## config.mk

```make
export PLATFORM = sky130hd
export DESIGN_NAME = div_uint8_seq
export DESIGN_NICKNAME = d
export VERILOG_FILES = /design/src/rtl/div_uint8_pkg.sv /design/src/rtl/div_uint8_step.sv /design/src/rtl/div_uint8_seq.sv
export SDC_FILE = /design/constraint.sdc
export NUM_CORES = 1
export LEC_CHECK = 0
export CAP_MARGIN = 30
export CORE_UTILIZATION = 56
export CTS_BUF_LIST = sky130_fd_sc_hd__clkbuf_4
export DETAILED_ROUTE_END_ITERATION = 10
export PLACE_DENSITY = 0.87
export SKIP_LAST_GASP = 1
export SYNTH_ARGS = -nofsm -noshare
export SYNTH_HDL_FRONTEND = slang
export SYNTH_HIERARCHICAL = 1
export SYNTH_SLANG_ARGS = --single-unit
```

## constraint.sdc

```tcl
create_clock -name clock -period 2.55 [get_ports clock]
set_input_delay 0.51 -clock clock [delete_from_list [all_inputs] [get_ports clock]]
set_output_delay 0.51 -clock clock [all_outputs]
set_load 0.05 [all_outputs]
```

## src/rtl/div_uint8_pkg.sv

```systemverilog
// Shared constants and state type for the sequential unsigned divider.
// Optional remainder output is enabled with DIV_REMAINDER_EN.
package div_uint8_pkg;

    localparam int WIDTH = 8;
    localparam int ITERS = WIDTH;
    localparam int CNT_W = $clog2(WIDTH);

    localparam logic [CNT_W-1:0] LAST_CNT = CNT_W'(ITERS - 1);

    typedef enum logic [1:0] {
        IDLE,
        BUSY,
        DONE
    } state_e;

endpackage

```

## src/rtl/div_uint8_step.sv

```systemverilog
// One restoring-division iteration: shift in a dividend bit, try subtract.
module div_uint8_step
    import div_uint8_pkg::*;
(
    input  logic [WIDTH-1:0] rem_i,
    input  logic             msb_i,
    input  logic [WIDTH-1:0] divisor_i,
    output logic [WIDTH-1:0] rem_o,
    output logic             q_o
);

    logic [WIDTH:0] r;
    logic [WIDTH:0] diff;

    always_comb begin
        r     = {rem_i, msb_i};
        diff  = r - {1'b0, divisor_i};
        q_o   = (r >= {1'b0, divisor_i});
        rem_o = q_o ? diff[WIDTH-1:0] : r[WIDTH-1:0];
    end

endmodule

```

## src/rtl/div_uint8_seq.sv

```systemverilog
// Sequential restoring divider, one quotient bit per clock, ready/valid on both sides.
// Define DIV_REMAINDER_EN to expose the O_rem output register and port.
module div_uint8_seq
    import div_uint8_pkg::*;
(
    input  logic             clock,
    input  logic             reset_n,
    input  logic [WIDTH-1:0] I0,
    input  logic [WIDTH-1:0] I1,
    input  logic             I_valid,
    output logic             I_ready,
    output logic [WIDTH-1:0] O,
`ifdef DIV_REMAINDER_EN
    output logic [WIDTH-1:0] O_rem,
`endif
    output logic             O_valid,
    input  logic             O_ready
);

    state_e           state_q, state_d;
    logic [CNT_W-1:0] cnt_q, cnt_d;
    logic [WIDTH-1:0] dvd_q, dvd_d;
    logic [WIDTH-1:0] dvs_q, dvs_d;
    logic [WIDTH-1:0] rem_q, rem_d;
    logic [WIDTH-1:0] o_q, o_d;
    logic             o_valid_q, o_valid_d;
    logic             i_ready_q, i_ready_d;
`ifdef DIV_REMAINDER_EN
    logic [WIDTH-1:0] o_rem_q, o_rem_d;
`endif

    logic [WIDTH-1:0] rem_nx;
    logic             q_bit;

    div_uint8_step u_step (
        .rem_i     (rem_q),
        .msb_i     (dvd_q[WIDTH-1]),
        .divisor_i (dvs_q),
        .rem_o     (rem_nx),
        .q_o       (q_bit)
    );

    always_comb begin
        state_d   = state_q;
        cnt_d     = cnt_q;
        dvd_d     = dvd_q;
        dvs_d     = dvs_q;
        rem_d     = rem_q;
        o_d       = o_q;
        o_valid_d = o_valid_q;
        i_ready_d = i_ready_q;
`ifdef DIV_REMAINDER_EN
        o_rem_d   = o_rem_q;
`endif
        unique case (state_q)
            IDLE: begin
                if (I_valid) begin
                    state_d   = BUSY;
                    dvd_d     = I0;
                    dvs_d     = I1;
                    rem_d     = '0;
                    cnt_d     = '0;
                    i_ready_d = 1'b0;
                end
            end
            BUSY: begin
                // quotient bits accumulate in the vacated dividend LSBs
                dvd_d = {dvd_q[WIDTH-2:0], q_bit};
                rem_d = rem_nx;
                cnt_d = cnt_q + CNT_W'(1);
                if (cnt_q == LAST_CNT) begin
                    state_d   = DONE;
                    o_d       = {dvd_q[WIDTH-2:0], q_bit};
                    o_valid_d = 1'b1;
`ifdef DIV_REMAINDER_EN
                    o_rem_d   = rem_nx;
`endif
                end
            end
            DONE: begin
                if (O_ready) begin
                    state_d   = IDLE;
                    o_valid_d = 1'b0;
                    i_ready_d = 1'b1;
                end
            end
            default: state_d = IDLE;
        endcase
    end

    always_ff @(posedge clock or negedge reset_n) begin
        if (!reset_n) begin
            state_q   <= IDLE;
            cnt_q     <= '0;
            dvd_q     <= '0;
            dvs_q     <= '0;
            rem_q     <= '0;
            o_q       <= '0;
            o_valid_q <= 1'b0;
            i_ready_q <= 1'b1;
`ifdef DIV_REMAINDER_EN
            o_rem_q   <= '0;
`endif
        end else begin
            state_q   <= state_d;
            cnt_q     <= cnt_d;
            dvd_q     <= dvd_d;
            dvs_q     <= dvs_d;
            rem_q     <= rem_d;
            o_q       <= o_d;
            o_valid_q <= o_valid_d;
            i_ready_q <= i_ready_d;
`ifdef DIV_REMAINDER_EN
            o_rem_q   <= o_rem_d;
`endif
        end
    end

    assign O       = o_q;
    assign O_valid = o_valid_q;
    assign I_ready = i_ready_q;
`ifdef DIV_REMAINDER_EN
    assign O_rem   = o_rem_q;
`endif

endmodule
```

Word level (Yosys, flattened, before mapping)
Cells that the tools add are included.

word-level totals
  register bits after elaboration = 39
  input port bits = 20

operators by class
  add/subtract/negate cells = 2
  $lt $le $gt $ge = 1
  equal/unequal tests = 6
  multiplexer cells = 17
  reductions and logical operators = 10

operator list
  kind                 count
  $pmux 8 s2           2
  $mux 8               3
  $ge 9x8->1           1
  $reduce_and 3->1     3
  $sub 8x8->8          1
  $mux 2               3
  $ne 2x2->1 const B   3
  $pmux 2 s3           1
  $pmux 3 s2           1
  $reduce_and 2->1     3
  $reduce_bool 2->1    3
  $mux 1               4
  $pmux 1 s2           2
  $add 3x1->3 const B  1
  $eq 3x3->1 const B   1
  $mux 3               1
  $eq 2x1->1 const B   1
  $eq 2x2->1 const B   1
  $logic_not 2->1      1

Longest topological paths before layout
Gate-level depths: netlist (run 1).

  word-level depth = 3
  mapped depth = 11

By module
The synthesis (run 1) kept the hierarchy.

by module, submodules not included
  module          instances  cells each  area an instance (um^2)  sequential area each (um^2)
  div_uint8_seq   1          118         1,587.8                  977.2
  div_uint8_step  1          66          539.3                    0.0

Worst setup path after synthesis (run 1)
OpenSTA, ideal clock, no wires.

  kind = register to register
  start point = register rem_q[5]
  end point = register rem_q[2]
  setup time = 0.121 ns
  arrival = 2.092 ns
  required time = 2.429 ns
  slack = 0.337 ns
  cell stages (with the launch flop) = 8
  buffers on the path = 1
  period minus slack after synthesis = 2.213 ns
  cells stage by stage = dfrtp_1 ha_1 a21o_1 a2111oi_2 o21a_1 buf_6 mux2_4 a22o_1

between the ends
  word-level cells in the longest chain between the ends = 3

RTL lines
  item                    line                  source
  from (decl)             div_uint8_seq.sv:24   logic [WIDTH-1:0] rem_q, rem_d;
  from (signal assigned)  div_uint8_seq.sv:109  rem_q <= rem_d;
  $ge 9x8->1              div_uint8_step.sv:18  q_o = (r >= {1'b0, divisor_i});
  $mux 8                  div_uint8_step.sv:19  rem_o = q_o ? diff[WIDTH-1:0] : r[WIDTH-1:0];
  net rem_nx[2]           div_uint8_seq.sv:32   logic [WIDTH-1:0] rem_nx;
  $pmux 8 s2              div_uint8_seq.sv:55   unique case (state_q)

The timed path passes the listed nets, and every way through them passes these cells.
A chain may end at the register's enable or synchronous reset.

Worst setup path after layout (run 1)
  start point = register dvd_q[7]
  end point = register rem_q[6]

between the ends
  word-level cells in the longest chain between the ends = 3
  elaborated cells on any way between the ends = 4
  classes of those cells = add/sub: 1; order compare: 1; mux: 2

RTL lines
  item                                              line                                        source
  from (decl)                                       div_uint8_seq.sv:22                         logic [WIDTH-1:0] dvd_q, dvd_d;
  from (signal assigned)                            div_uint8_seq.sv:107                        dvd_q <= dvd_d;
  $sub 8x8->8 / $ge 9x8->1 (equally long branches)  div_uint8_step.sv:17, div_uint8_step.sv:18
  $mux 8 *                                          div_uint8_step.sv:19
  net rem_nx[6]                                     div_uint8_seq.sv:32
  $pmux 8 s2 *                                      div_uint8_seq.sv:55

The timed path passes the listed nets; every way through them passes the cells marked *.

==> impl_metrics.toml, run 1 <==
[run_status]
status = "finished, final reports clean"

[sta]
finClkSkew_ns = 0.0163
max_clk_rate_mhz = 416
fin_crit_ns = 2.40
worstMarginPinSlew_ns = 0.824
final_sum_of_negative_setup_slack_ns = 0
grt_setup_unrepaired = "false"
slew_headroom_pct = 45.1
hold_viol_final = 0
layout_worst_path_cycle_share_pct = 94.2
drv_slew = 0
timing.final.setup_violations = 0

[finish]
drive_above_1_share_pct = 19.4
fillers = 266
syn2layout_area_growth_pct = 18.8
final_core_util_pct = 69.0
multi_input_area_um2 = 1030
instances_no_fill = 265
diodes = 0
seqCellArea_um2 = 977
finalInstanceArea_um2 = 2530
final_nets = 247

[critical_path]
r2r_slack_ns = 0.15
critical_path.max_fanout = 3
element_type_at_the_critical_path_end = "flop"
number_of_cells_on_the_worst_reg_to_reg_path = 9
timing_worst_setup_path_type = "flop to flop"
crit_path_start_kind = "flop"
r2r-end = "rem_q[6]$_DFFE_PN0P_"
r2r-start = "dvd_q[7]$_DFFE_PN0P_"
critical_path_arrival_ns = 2.65
worst-endpoint-required_ns = 2.80

[floorplanning]
std_cell_rows = 22
die_height_um = 63.6
core_area_um2 = 3660
initial_core_util_pct = 58.1
io_pins = 30
die-area_um2 = 4050
dieWidth_um = 63.6

[yosys]
largest_family_of_logic_cells_by_synthesized_area = "compound AO/OA/AOI/OAI gates"
post_synthesis_adder_cell_area_fraction_pct = 6.82
synth.mux.area_fraction_pct = 13.6
synth.yosys.seq_area_share_pct = 45.9
synth_xor_xnor_area_share_pct = 1.24
synth.ff_latch_count = 39
post_synth.cell_area_avg_um2 = 11.6
netlist_instances = 184
mappedNetlistArea_um2 = 2130
synth-warning-count = 6
mappedNetlistNets = 215
synthDistinctLibCells = 42
synth_simple_gate_area_share_pct = 7.35
synth_compound_area_share_pct = 19.4

[drt]
num_vias = 1550
drtAntennaViolNets = 0
vias_per_cell = 5.85
detailedRoute.firstPassIterationCount = 4
post-route-drc-count = 0
drt_first_iter_violations = 117
detail_route.wirelength_um = 3890
route.detailed.wl_per_inst_um = 14.7

[cts]
cts.sinks = 39
cts-root-to-sink-buffers = 2
clkSlewWorstSetupHoldPaths_ns = 0.12
cts_tree = "done"
cts_root_buffer = "clkbuf_4"
post-cts-setup-buffers = 0
tritoncts.num_buffers = 5
cts.htree.levels = 2
clock_latency_ns = 0.35
cts_resized = 0
cts-hold-fix-buffers = 0

[grt]
grt_util_met2_pct = 33.4
overflow = 0
grt-busiest-layer = "met2"
number_of_global_route_vias_before_repair = 1549
grt_max_degree = 40
groute.layer.met3.usage_pct = 4.53
first_pass_grt_wire_length_um = 7040
grt_util_met1_pct = 32.0
antenna_found_initial = 0
global_route.usage.total_pct = 22.4

[power]
total_power_w = 0.00415
total_leakage_power_nw = 1.13
ir_worst_vdd_mv = 0.785
power_density_nw_per_um2 = 1640

[placement]
dp_hpwl_um = 2840
gp_routability_congestion = 0.830
io_buffers = 29
place.detailed.instances = 257
placed_instance_area_um2 = 2450

[flow_run]
max_cap_violations = 0

[worst_hold_path]
hold_path_class = "input port to async pin"
-- placed cells by master (no fill, tap or decap), types with 2 or more instances in the layout --
master,n
nand2b_1,6
nor2_1,6
o22ai_1,16
nand2_1,3
a21oi_1,15
nand3_1,2
mux2_4,6
mux2_2,16
clkdlybuf4s50_1,28
xnor2_1,3
dfrtp_1,38
clkinv_1,3
a22o_1,10
nor3_1,3
mux2i_1,2
o21ai_0,3
a21o_1,2
clkbuf_4,5
ha_1,10
inv_1,12
buf_4,3
o21a_1,2
-- worst max-delay path, stage by stage, from the launching register on --
cell	delay, ns
dfrtp_1	0.39
inv_1	0.06
ha_1	0.22
fa_1	0.41
nor2b_1	0.18
o31a_1	0.20
nor4_1	0.06
a311o_1	0.32
mux2_4	0.26
a22o_1	0.20
-- layout make-up --
class / count / share of cell area, %
clock inverters: 3 / 1.68
flip-flops and latches: 39 / 38.7
well taps: 48 / 2.38
inverters: 14 / 2.08
repair buffers: 33 / 13.0
multi-input cells: 123 / 40.7
clock buffers: 5 / 1.49
-- cells in the mapped netlist --
library cell | count | area share, %
a22o_1 | 10 | 4.1
nor2_1 | 6 | 1.1
a211oi_2 | 1 | 0.59
o31ai_1 | 1 | 0.35
a21o_2 | 1 | 0.41
o31a_1 | 1 | 0.41
nor2_8 | 1 | 0.94
a211oi_1 | 1 | 0.35
clkbuf_2 | 1 | 0.24
o22ai_1 | 16 | 4.7
o21a_1 | 2 | 0.71
nand3_1 | 2 | 0.47
buf_2 | 2 | 0.47
nand2_4 | 1 | 0.53
buf_6 | 4 | 2.1
xnor2_1 | 3 | 1.2
o21bai_1 | 1 | 0.35
a311o_1 | 1 | 0.47
a21o_1 | 2 | 0.71
a211o_1 | 1 | 0.41
dfrtp_1 | 38 | 45
nor4_1 | 1 | 0.29
nor3b_1 | 1 | 0.35
mux2i_1 | 2 | 0.94
a21oi_1 | 15 | 3.5
nor2b_1 | 1 | 0.29
nand2b_1 | 6 | 1.8
clkinv_1 | 2 | 0.35
nand2_1 | 3 | 0.53
ha_1 | 10 | 5.9
buf_4 | 1 | 0.35
inv_1 | 12 | 2.1
nor3_1 | 3 | 0.71
mux2_2 | 16 | 8.5
a31oi_1 | 1 | 0.29
o21ai_0 | 3 | 0.71
and2b_2 | 1 | 0.41
fa_1 | 1 | 0.94
mux2_4 | 6 | 4.2
a2111oi_2 | 1 | 0.71
dfstp_2 | 1 | 1.2
o311a_2 | 1 | 0.53
-- routing by layer --
metal	wire length, µm	share of wire (%)	vias up
li1	-	-	751
met1	1880	48	766
met2	1820	47	28
met3	128	3.3	5
met4	55	1.4	0
met5	0	0	-
-- power breakdown --
group	switching (W)	total (W)	internal [W]
registers	0.000231	0.00115	0.000921
clock network	0.000209	0.000415	0.000207
logic	0.00125	0.00258	0.00132
-- logic make-up after synthesis --
family | after synthesis
compound gates | 59
xor+xnor | 3
fa+ha+maj | 11
buf+inv | 22
flops | 39
mux | 24
simple gates | 26
-- worst max-delay path by stage --
stage,from,end,slack [ns],depth (start not counted)
detailed placement,rem_q[5]$_DFFE_PN0P_,rem_q[3]$_DFFE_PN0P_,0.18,7
floorplan,rem_q[5]$_DFFE_PN0P_,rem_q[2]$_DFFE_PN0P_,0.34,7
global route,dvd_q[7]$_DFFE_PN0P_,rem_q[6]$_DFFE_PN0P_,0.02,9
CTS,rem_q[5]$_DFFE_PN0P_,rem_q[3]$_DFFE_PN0P_,0.16,7
finish,dvd_q[7]$_DFFE_PN0P_,rem_q[6]$_DFFE_PN0P_,0.15,9
global placement,rem_q[5]$_DFFE_PN0P_,rem_q[2]$_DFFE_PN0P_,0.23,7
-- metrics by stage --
step | hold slack, ns | worst slack, ns
finish | 0.252 | 0.147
global route | 0.323 | 0.0178
CTS | 0.275 | 0.164
detailed placement | 0.486 | 0.184
global placement | 0.490 | 0.234
floorplan | 0.214 | 0.337
-- flip-flops by register name (all words and copies together) (netlist names) --
register  count
I_ready       1
O             8
O_valid       1
cnt_q         3
dvd_q         8
dvs_q         8
rem_q         8
state_q       2
(Power assumes the default switching activity.)
==> run 2, diff against run 1 <==
CORE_UTILIZATION = 54   (was 56)
CTS_BUF_LIST = sky130_fd_sc_hd__clkbuf_4 sky130_fd_sc_hd__clkbuf_8 sky130_fd_sc_hd__clkbuf_16   (was sky130_fd_sc_hd__clkbuf_4)
PLACE_DENSITY = 0.84   (was 0.87)
==> run 2 against run 1 <==
Clock power rose by 47%. Sequential share of layout area decreased by 0.66 points. Routed wire length is 5.8% higher. Utilization is 0.16 points higher. Clock skew is 0.0097 ns lower. Fmax about the same. Sequential power barely moved. Setup slack better by 0.0020 ns. Worst hold slack improved by 0.070 ns. Critical endpoint unchanged.
==> impl_metrics.toml, run 2 (same netlist as run 1, synthesis figures left out) <==
[drt]
drt_first_iter_violations = 60
detail_route.wirelength_um = 4110
num_vias = 1557
detailedRoute.firstPassIterationCount = 4
route.detailed.wl_per_inst_um = 15.5
post-route-drc-count = 0
drtAntennaViolNets = 0
vias_per_cell = 5.88

[grt]
grt_max_degree = 40
antenna_found_initial = 0
number_of_global_route_vias_before_repair = 1480
global_route.usage.total_pct = 21.1
overflow = 0
first_pass_grt_wire_length_um = 6690

[finish]
layout.cells.most_common = "dfrtp_1"
final_nets = 247
multi_input_area_um2 = 1030
diodes = 0
drive_above_1_share_pct = 19.8
layout.cells.most_common_list = "38 x dfrtp_1, 28 x clkdlybuf4s50_1, 16 x o22ai_1, 16 x mux2_2, 15 x a21oi_1"
syn2layout_area_growth_pct = 20.9
seqCellArea_um2 = 977
fillers = 275

[critical_path]
largest_stage_delay_on_the_critical_path_ns = 0.42
critical_path.max_fanout = 3
worst-endpoint-required_ns = 2.73
path_cells = "inv_1, ha_1, fa_1, nor2b_1, o31a_1, nor4_1, a311o_1, mux2_4, a22o_1"
timing_worst_setup_path_type = "flop to flop"
crit_path_start_kind = "flop"
element_type_at_the_critical_path_end = "flop"
critical-path-slowest-cell = "fa_1"
critical_path_arrival_ns = 2.58

[sta]
max_clk_rate_mhz = 417
layout_worst_path_cycle_share_pct = 94.1
slew_headroom_pct = 41.9
grt_setup_unrepaired = "false"
timing.final.setup_violations = 0
hold_viol_final = 0
final_sum_of_negative_setup_slack_ns = 0
drv_slew = 0
worstMarginPinSlew_ns = 0.869
fin_crit_ns = 2.40
finClkSkew_ns = 0.00666

[power]
total_leakage_power_nw = 1.14
power_density_nw_per_um2 = 1680
total_power_w = 0.00432
ir_worst_vdd_mv = 1.12

[placement]
io_buffers = 29
dp_hpwl_um = 2930
gp_routability_congestion = 0.835

[floorplanning]
dieWidth_um = 64.8
core_area_um2 = 3720
initial_core_util_pct = 57.2
die_height_um = 64.8
io_pins = 30
die-area_um2 = 4190
std_cell_rows = 22

[run_status]
status = "finished, final reports clean"

[flow_run]
max_cap_violations = 0

[cts]
cts_resized = 0
cts_tree = "done"
tritoncts.num_buffers = 5
cts-root-to-sink-buffers = 2
cts-hold-fix-buffers = 0
cts.htree.levels = 2
clkSlewWorstSetupHoldPaths_ns = 0.08
clock_latency_ns = 0.29
post-cts-setup-buffers = 0
cts.sinks = 39
cts_root_buffer = "clkbuf_8"

[worst_hold_path]
hold_path_class = "input port to async pin"
-- run 2: cell types whose count changed in the layout (fill, tap and decap cells not counted) --
cell | previous run | this run
buf_12 | 1 | 0
buf_4 | 3 | 4
bufinv_16 | 1 | 2
clkbuf_4 | 5 | 0
clkbuf_8 | 0 | 5
clkinv_1 | 3 | 2
clkinvlp_4 | 0 | 1
inv_6 | 1 | 0
-- run 2: cell type report --
type                    count  share of cell area [%]
multi-input cells         123                    40.0
repair buffers             33                    12.3
clock inverters             3                    2.63
clock buffers               5                    2.68
inverters                  14                    2.04
well taps                  48                    2.34
flip-flops and latches     39                    38.0
-- run 2: worst paths after layout --
kind                       slack [ns]                   end            startpoint  depth (start not counted)
setup / recovery                 0.15  rem_q[6]$_DFFE_PN0P_  dvd_q[7]$_DFFE_PN0P_                          9
hold / removal                   0.32  rem_q[4]$_DFFE_PN0P_               reset_n                          1
setup reg to reg                 0.15  rem_q[6]$_DFFE_PN0P_  dvd_q[7]$_DFFE_PN0P_                          9
hold reg to reg                  0.51      O[0]$_DFFE_PN0P_      O[0]$_DFFE_PN0P_                          1
max in group asynchronous        1.69  dvs_q[0]$_DFFE_PN0P_               reset_n                          1
min in group clock               0.51      O[0]$_DFFE_PN0P_      O[0]$_DFFE_PN0P_                          1
-- run 2: power breakdown --
group	internal [W]	total [W]	switching (W)
Clock	0.000390	0.000610	0.000220
Combinational	0.00130	0.00256	0.00126
Sequential	0.000923	0.00115	0.000230
-- run 2: per-layer routing --
| layer | up-vias | wire length, µm | GRT usage, % |
|---|---|---|---|
| met4 | 0 | 0 | 7.22 |
| li1 | 740 | - | - |
| met3 | 0 | 179 | 4.40 |
| met2 | 44 | 2160 | 36.1 |
| met5 | - | 0 | 0 |
| met1 | 773 | 1770 | 26.3 |
-- run 2: worst max-delay path: cells and delay by family, from the launching register on --
family / cells / cell delay [ns]
buffers and inverters: 1 / 0.06
DFF: 1 / 0.38
muxes: 1 / 0.26
adders and majority gates: 2 / 0.64
AOI/OAI and AO/OA: 3 / 0.71
and+or+nand+nor: 2 / 0.23
-- run 2: metrics by stage --
stage	setup slack (ns)	instances	hold slack (ns)	util, %	cell area, µm²
finish	0.149	265	0.322	69.2	2570
global route	0.0710	265	0.398	69.2	2570
CTS	0.144	265	0.349	69.2	2570
detailed placement	0.192	257	0.493	65.5	2430
global placement	0.254	257	0.487	65.5	2430
floorplan	0.337	184	0.214	-	2130
